===== config.mk =====
export PLATFORM = sky130hd
export DESIGN_NAME = uart_status_tx
export DESIGN_NICKNAME = d
export VERILOG_FILES = /design/src/rtl/uart_pkg.sv /design/src/rtl/uart_tx_byte.sv /design/src/rtl/uart_status_tx.sv
export SDC_FILE = /design/constraint.sdc
export NUM_CORES = 1
export LEC_CHECK = 0
export CORE_MARGIN = 2
export CORE_UTILIZATION = 50
export DETAILED_ROUTE_END_ITERATION = 10
export GPL_ROUTABILITY_DRIVEN = 0
export PLACE_DENSITY_LB_ADDON = 0.2
export SLEW_MARGIN = 20
export SYNTH_ARGS = -nofsm -noshare
export SYNTH_HDL_FRONTEND = slang
export SYNTH_SLANG_ARGS = --single-unit

===== constraint.sdc =====
create_clock -name i_Clock -period 4.65 [get_ports i_Clock]
set_input_delay 1.395 -clock i_Clock [delete_from_list [all_inputs] [get_ports i_Clock]]
set_output_delay 1.395 -clock i_Clock [all_outputs]
set_load 0.02 [all_outputs]

===== src/rtl/uart_pkg.sv =====
// rtl/uart_pkg.sv - shared constants, state encoding and message byte lookup for the status transmitter
package uart_pkg;

   typedef enum logic [2:0] {IDLE, LOAD, SEND_BYTE, NEXT, DONE} state_t;

   localparam logic [7:0] ASCII_O  = 8'h4F;
   localparam logic [7:0] ASCII_K  = 8'h4B;
   localparam logic [7:0] ASCII_E  = 8'h45;
   localparam logic [7:0] ASCII_R  = 8'h52;
   localparam logic [7:0] ASCII_L  = 8'h4C;
   localparam logic [7:0] ASCII_EQ = 8'h3D;
   localparam logic [7:0] ASCII_0  = 8'h30;
   localparam logic [7:0] ASCII_1  = 8'h31;
   localparam logic [7:0] ASCII_CR = 8'h0D;
   localparam logic [7:0] ASCII_LF = 8'h0A;

   localparam logic [3:0] ACK_LAST    = 4'd3;
   localparam logic [3:0] REPORT_LAST = 4'd11;
   localparam logic [3:0] STOP_BIT    = 4'd9;

   function automatic int clks_per_bit(input int clk_freq, input int baud_rate);
      return clk_freq / baud_rate;
   endfunction

   // Report bytes 2..9 carry the LEDs MSB first, so byte index 2 maps to led bit 7.
   function automatic logic [7:0] msg_byte(input logic is_ack, input logic ok,
                                           input logic [7:0] leds, input logic [3:0] idx);
      logic [7:0] b;
      logic [2:0] led_sel;
      b = ASCII_LF;
      led_sel = 3'(4'd9 - idx);
      if (is_ack) begin
         case (idx)
            4'd0:    b = ok ? ASCII_O : ASCII_E;
            4'd1:    b = ok ? ASCII_K : ASCII_R;
            4'd2:    b = ASCII_CR;
            default: b = ASCII_LF;
         endcase
      end else begin
         case (idx)
            4'd0:    b = ASCII_L;
            4'd1:    b = ASCII_EQ;
            4'd10:   b = ASCII_CR;
            4'd11:   b = ASCII_LF;
            default: b = leds[led_sel] ? ASCII_1 : ASCII_0;
         endcase
      end
      return b;
   endfunction

endpackage


===== src/rtl/uart_tx_byte.sv =====
// rtl/uart_tx_byte.sv - 8N1 byte serializer that can chain a new start bit directly after its stop bit
module uart_tx_byte
   import uart_pkg::*;
#(
   parameter int CLKS_PER_BIT = 50
) (
   input  logic       i_Clock,
   input  logic       i_Rst,
   input  logic       i_Start,
   input  logic [7:0] i_Data,
   output logic       o_TXD,
   output logic       o_Busy,
   output logic       o_Done
);

   localparam int CNT_W = (CLKS_PER_BIT > 1) ? $clog2(CLKS_PER_BIT) : 1;
   localparam logic [CNT_W-1:0] CNT_LAST  = CNT_W'(CLKS_PER_BIT - 1);
   localparam logic [CNT_W-1:0] CNT_EARLY = CNT_W'(CLKS_PER_BIT - 3);

   logic             active;
   logic [3:0]       bit_idx;
   logic [CNT_W-1:0] baud_cnt;
   logic [7:0]       shreg;
   logic             txd;
   logic             in_stop;
   logic             last_cycle;

   // Busy drops in the final stop cycle so a chained start lands with no gap;
   // done fires two cycles earlier to cover the sequencer's NEXT and LOAD cycles.
   assign in_stop    = active && (bit_idx == STOP_BIT);
   assign last_cycle = in_stop && (baud_cnt == CNT_LAST);
   assign o_Busy     = active && !last_cycle;
   assign o_Done     = in_stop && (baud_cnt == CNT_EARLY);
   assign o_TXD      = txd;

   always_ff @(posedge i_Clock or posedge i_Rst) begin
      if (i_Rst) begin
         active   <= 1'b0;
         bit_idx  <= '0;
         baud_cnt <= '0;
         shreg    <= '0;
         txd      <= 1'b1;
      end else if (i_Start && !o_Busy) begin
         active   <= 1'b1;
         bit_idx  <= '0;
         baud_cnt <= '0;
         shreg    <= i_Data;
         txd      <= 1'b0;
      end else if (active) begin
         if (baud_cnt == CNT_LAST) begin
            baud_cnt <= '0;
            if (bit_idx == STOP_BIT) begin
               active  <= 1'b0;
               bit_idx <= '0;
            end else begin
               // Ones shifted in from the top become the stop bit after the 8th shift.
               bit_idx <= bit_idx + 4'd1;
               txd     <= shreg[0];
               shreg   <= {1'b1, shreg[7:1]};
            end
         end else begin
            baud_cnt <= baud_cnt + CNT_W'(1);
         end
      end
   end

endmodule


===== src/rtl/uart_status_tx.sv =====
// rtl/uart_status_tx.sv - message sequencer sending OK/ER acknowledges and LED reports over a UART line
module uart_status_tx
   import uart_pkg::*;
#(
   parameter int CLK_FREQ  = 50_000_000,
   parameter int BAUD_RATE = 1_000_000
) (
   input  logic       i_Clock,
   input  logic       i_Rst,
   input  logic       i_Ack_Valid,
   input  logic       i_Ack_Ok,
   input  logic       i_Report,
   input  logic [7:0] i_LEDs,
   output logic       o_TXD,
   output logic       o_Busy,
   output logic       o_Done
);

   localparam int CLKS_PER_BIT = clks_per_bit(CLK_FREQ, BAUD_RATE);

   state_t     state, state_next;
   logic       ack_pend, ack_ok_q, rep_pend;
   logic [7:0] rep_leds_q;
   logic       cur_ack, cur_ok;
   logic [7:0] cur_leds;
   logic [3:0] byte_idx;
   logic       ack_req, ack_val, rep_req;
   logic [7:0] rep_val;
   logic       launch, take_ack, take_rep, last_byte;
   logic       byte_start, byte_busy, byte_done;
   logic [7:0] byte_data;

   // A live request overrides the stored sample so the newest value always wins.
   assign ack_req   = ack_pend | i_Ack_Valid;
   assign ack_val   = i_Ack_Valid ? i_Ack_Ok : ack_ok_q;
   assign rep_req   = rep_pend | i_Report;
   assign rep_val   = i_Report ? i_LEDs : rep_leds_q;
   assign launch    = ((state == IDLE) || (state == DONE)) && (ack_req || rep_req);
   assign take_ack  = launch && ack_req;
   assign take_rep  = launch && !ack_req;
   assign last_byte = (byte_idx == (cur_ack ? ACK_LAST : REPORT_LAST));
   assign byte_data = msg_byte(cur_ack, cur_ok, cur_leds, byte_idx);

   always_ff @(posedge i_Clock or posedge i_Rst) begin
      if (i_Rst) state <= IDLE;
      else       state <= state_next;
   end

   always_comb begin
      state_next = state;
      byte_start = 1'b0;
      o_Busy     = (state != IDLE);
      o_Done     = 1'b0;
      case (state)
         IDLE:      if (launch) state_next = LOAD;
         LOAD: begin
            if (!byte_busy) begin
               byte_start = 1'b1;
               state_next = SEND_BYTE;
            end
         end
         SEND_BYTE: if (byte_done) state_next = NEXT;
         NEXT: begin
            if (!last_byte)      state_next = LOAD;
            else if (!byte_busy) state_next = DONE;
         end
         DONE: begin
            o_Done     = 1'b1;
            // Going straight to LOAD keeps back-to-back messages within two idle cycles.
            state_next = launch ? LOAD : IDLE;
         end
         default:   state_next = IDLE;
      endcase
   end

   always_ff @(posedge i_Clock or posedge i_Rst) begin
      if (i_Rst) begin
         ack_pend   <= 1'b0;
         ack_ok_q   <= 1'b0;
         rep_pend   <= 1'b0;
         rep_leds_q <= '0;
         cur_ack    <= 1'b0;
         cur_ok     <= 1'b0;
         cur_leds   <= '0;
         byte_idx   <= '0;
      end else begin
         ack_pend <= ack_req && !take_ack;
         rep_pend <= rep_req && !take_rep;
         if (i_Ack_Valid) ack_ok_q   <= i_Ack_Ok;
         if (i_Report)    rep_leds_q <= i_LEDs;
         if (launch) begin
            cur_ack  <= take_ack;
            cur_ok   <= ack_val;
            cur_leds <= rep_val;
            byte_idx <= '0;
         end else if ((state == NEXT) && !last_byte) begin
            byte_idx <= byte_idx + 4'd1;
         end
      end
   end

   uart_tx_byte #(
      .CLKS_PER_BIT(CLKS_PER_BIT)
   ) u_tx_byte (
      .i_Clock (i_Clock),
      .i_Rst   (i_Rst),
      .i_Start (byte_start),
      .i_Data  (byte_data),
      .o_TXD   (o_TXD),
      .o_Busy  (byte_busy),
      .o_Done  (byte_done)
   );

endmodule


==> impl_metrics.env <==
export IMPL_status="finished, final reports clean"
export IMPL_root_buffer="clkbuf_8"
export IMPL_maxCapViolations=0
export IMPL_synth_top_area_share_pct=44.5
export IMPL_stdcell_count=322
export IMPL_r2r_end="u_tx_byte.shreg[4]$_DFFE_PP0P_"
export IMPL_routed_wl_mm=4.92
export IMPL_slew_headroom_pct=45.7
export IMPL_path_cells="or2_1, nor2_1, clkdlybuf4s50_1"
export IMPL_viasPerCell=5.73
export IMPL_cts_tree="done"
export IMPL_power_frac_clock_pct=20.9
export IMPL_cts_max_path_buffers=2
export IMPL_rows=26
export IMPL_hold_buffers=0
export IMPL_fin_crit_sh_pct=68.8
export IMPL_grt_use_total_pct=18.4
export IMPL_synth_simple_area_share_pct=15.0
export IMPL_wl_per_cell_um=15.3
export IMPL_synth_compound_area_share_pct=18.2
export IMPL_finClkSkew_ps=7.58
export IMPL_synthToLayoutAreaGrowth_pct=10.7
export IMPL_n_antenna_cell=0
export IMPL_die_area_um2=5880
export IMPL_worst_slew_pin_slew_ps=813
export IMPL_drtIter0Drc=126
export IMPL_synth_yosys_seq_area_share_pct=45.5
export IMPL_synth_main_ff_cell="dfrtp_1"
export IMPL_crit_cells=3
export IMPL_slew_viol_final=0
export IMPL_hp_start="cur_leds[2]$_DFFE_PP0N_"
export IMPL_setup_viol=0
export IMPL_antenna_found_initial=0
export IMPL_vias=1845
export IMPL_ctsHtreeMaxLevel=2
export IMPL_endpoint_kind="output port"
export IMPL_io_pin_count=16
export IMPL_dp_hpwl_mm=3.53
export IMPL_synth_distinct_cells=63
export IMPL_synthXorXnorAreaFrac_pct=1.33
export IMPL_fmax_ghz=0.312
export IMPL_crit_fanout=10
export IMPL_first_global_vias=1807
export IMPL_critPathArrivalTime_ps=1810
export IMPL_clk_pin_slew_ps=90
export IMPL_min_period_ps=3200
export IMPL_finalSetupTns_ps=0
export IMPL_final_util_pct=57.3
export IMPL_grt_first_pass_wirelength_mm=8.66
export IMPL_post_cts_setup_buffers=0
export IMPL_leakagePower_nw=1.21
export IMPL_core_um2=5110
export IMPL_syn_num_nets=260
export IMPL_rsz0062_at_grt="no"
export IMPL_whs_endpoint="cur_leds[2]$_DFFE_PP0N_"
export IMPL_synth_most_common_cell="dfrtp_1"
export IMPL_synth_common_cells="dfrtp_1, mux2_2, inv_1, nor2_1, o21ai_0"
export IMPL_synth_avg_cell_area_um2=11.1
export IMPL_antenna_left=0
export IMPL_clk_latency_ps=300
export IMPL_async_reset_ff_share_pct=100
export IMPL_power_density_nw_per_um2=490
export IMPL_ctsResizeCount=0
export IMPL_firstDrtPassIters=5
export IMPL_start_util_pct=51.7
export IMPL_p_int_mw=0.942
export IMPL_max_stage_delay_ps=600
export IMPL_grt_max_degree=49
export IMPL_nets=273
export IMPL_ir_drop_mv=0.207
export IMPL_die_width_um=76.7
export IMPL_synth_area_mux_share_pct=11.3
export IMPL_synth_top_family_by_area="compound AO/OA/AOI/OAI gates"
export IMPL_synth_cells=238
export IMPL_p_sw_mw=0.491
export IMPL_synth_top_cell_by_area="dfrtp_1"
export IMPL_min_path_cells=1
export IMPL_overflow=0
export IMPL_worst_setup_path_start_kind="flop"
export IMPL_drc=0
export IMPL_seqPwrFrac_pct=47.2
export IMPL_die_y_um=76.7
export IMPL_r2r_start="byte_idx[0]$_DFFE_PP0P_"
export IMPL_crit_slowest_cell="clkdlybuf4s50_1"
export IMPL_synth_edf_count=0
export IMPL_cts_sinks=48
export IMPL_required_ps=3250
export IMPL_synth_adder_area_share_pct=4.26
export IMPL_netlist_area_um2=2640
export IMPL_crit_family="buffers and inverters"
export IMPL_synthTopCellsByArea="dfrtp_1, mux2_2, ha_1"
export IMPL_worstSetupPathType="reg2out"
export IMPL_path_buf_inv=1
export IMPL_final_layout_size_suffix_gt1_share_pct=17.1
export IMPL_cts_buffers=5
export IMPL_power_total_mw=1.43
export IMPL_combPwrFrac_pct=31.8
export IMPL_rr_worst_depth=6
export IMPL_yosysWarningCount=0
export IMPL_p_sw_share_pct=34.3
export IMPL_io_buffers=15
export IMPL_hold_class="reg2reg"
export IMPL_ys_ff_latch=48
export IMPL_finalHoldViolations=0
export IMPL_dp_cells=314
export IMPL_r2r_slack_ps=2710
## cell usage in the layout (no fill, tap or decap), types with 6 or more instances in the layout
cell type / netlist / final
dfrtp_1: 47 / 47
clkdlybuf4s50_1: 0 / 15
mux2_2: 14 / 14
nor2_1: 13 / 13
o21ai_0: 12 / 12
inv_1: 13 / 12
nand2_1: 11 / 11
a21oi_1: 11 / 11
ha_1: 9 / 9
nor3_1: 6 / 6
nand3_1: 6 / 6
## worst reg2reg max path: cells and delay by family, from the launching register on
family	cells	cell delay [ps]
compound gates	3	690
fa+ha+maj	1	300
buf+inv	1	120
flops	1	450
simple gates	1	300
## cell type report
| type | instances | area, um^2 |
|---|---|---|
| Clock inverter | 3 | 42.5 |
| Inverter | 13 | 50.0 |
| Tap cell | 70 | 87.6 |
| Sequential cell | 48 | 1200 |
| Multi-Input combinational cell | 168 | 1320 |
| Fill cell | 468 | 2180 |
| Clock buffer | 5 | 68.8 |
| Timing Repair Buffer | 15 | 150 |
## state kept, by name, summed over array words and instances (netlist names)
signal,cells
byte_idx,4
cur_ok,1
u_tx_byte.baud_cnt,6
state,3
u_tx_byte.shreg,8
cur_leds,8
rep_pend,1
ack_ok_q,1
u_tx_byte.active,1
cur_ack,1
ack_pend,1
u_tx_byte.bit_idx,4
rep_leds_q,8
u_tx_byte.o_TXD,1
## power by group through the flow
stage               Combinational (mW)  Sequential, mW  Clock, mW
finish                           0.456           0.677      0.300
global route                     0.513           0.698      0.323
CTS                              0.462           0.675      0.308
detailed placement               0.459           0.683          0
global placement                 0.450           0.680          0
floorplan                        0.418           0.626          0
## per-stage QoR
| stage | worst slack, ps | cell area, um^2 | hold slack (ps) |
|---|---|---|---|
| final | 1450 | 2930 | 493 |
| after global routing | 1350 | 2930 | 508 |
| after CTS | 1430 | 2920 | 498 |
| after detailed placement | 1290 | 2810 | 477 |
| after global placement | 1320 | 2810 | 467 |
| after floorplan | 2110 | 2640 | 443 |
## logic make-up (layout without fill, tap and decap cells)
group,count (synthesis),after routing
AND/OR/NAND/NOR,67,67
AO/OA/AOI/OAI,63,63
flip-flops,48,48
multiplexers,25,25
buffers and inverters,22,36
adder cells (fa/ha/maj),9,9
XOR/XNOR,4,4
## per-layer routing
metal	wire length [um]	up-vias	global-route usage, %	share of wire [%]
met5	0	-	0	0
met1	2550	897	27.4	52
met3	151	10	3.53	3.1
met2	2130	29	26.1	43
met4	95	0	7.64	1.9
li1	-	909	-	-
## how the worst max path moves through the flow
stage	slack, ps	startpoint	to
after floorplan	2110	i_Rst	ack_ok_q$_DFF_PP0_
after global placement	1320	i_Report	cur_leds[5]$_DFFE_PP0N_
after detailed placement	1290	i_Report	cur_leds[4]$_DFFE_PP0N_
after CTS	1430	state[1]$_DFFE_PP0P_	o_Done
after global routing	1350	state[1]$_DFFE_PP0P_	o_Done
final	1450	state[1]$_DFFE_PP0P_	o_Done
Power figures use the tool's default switching activity.
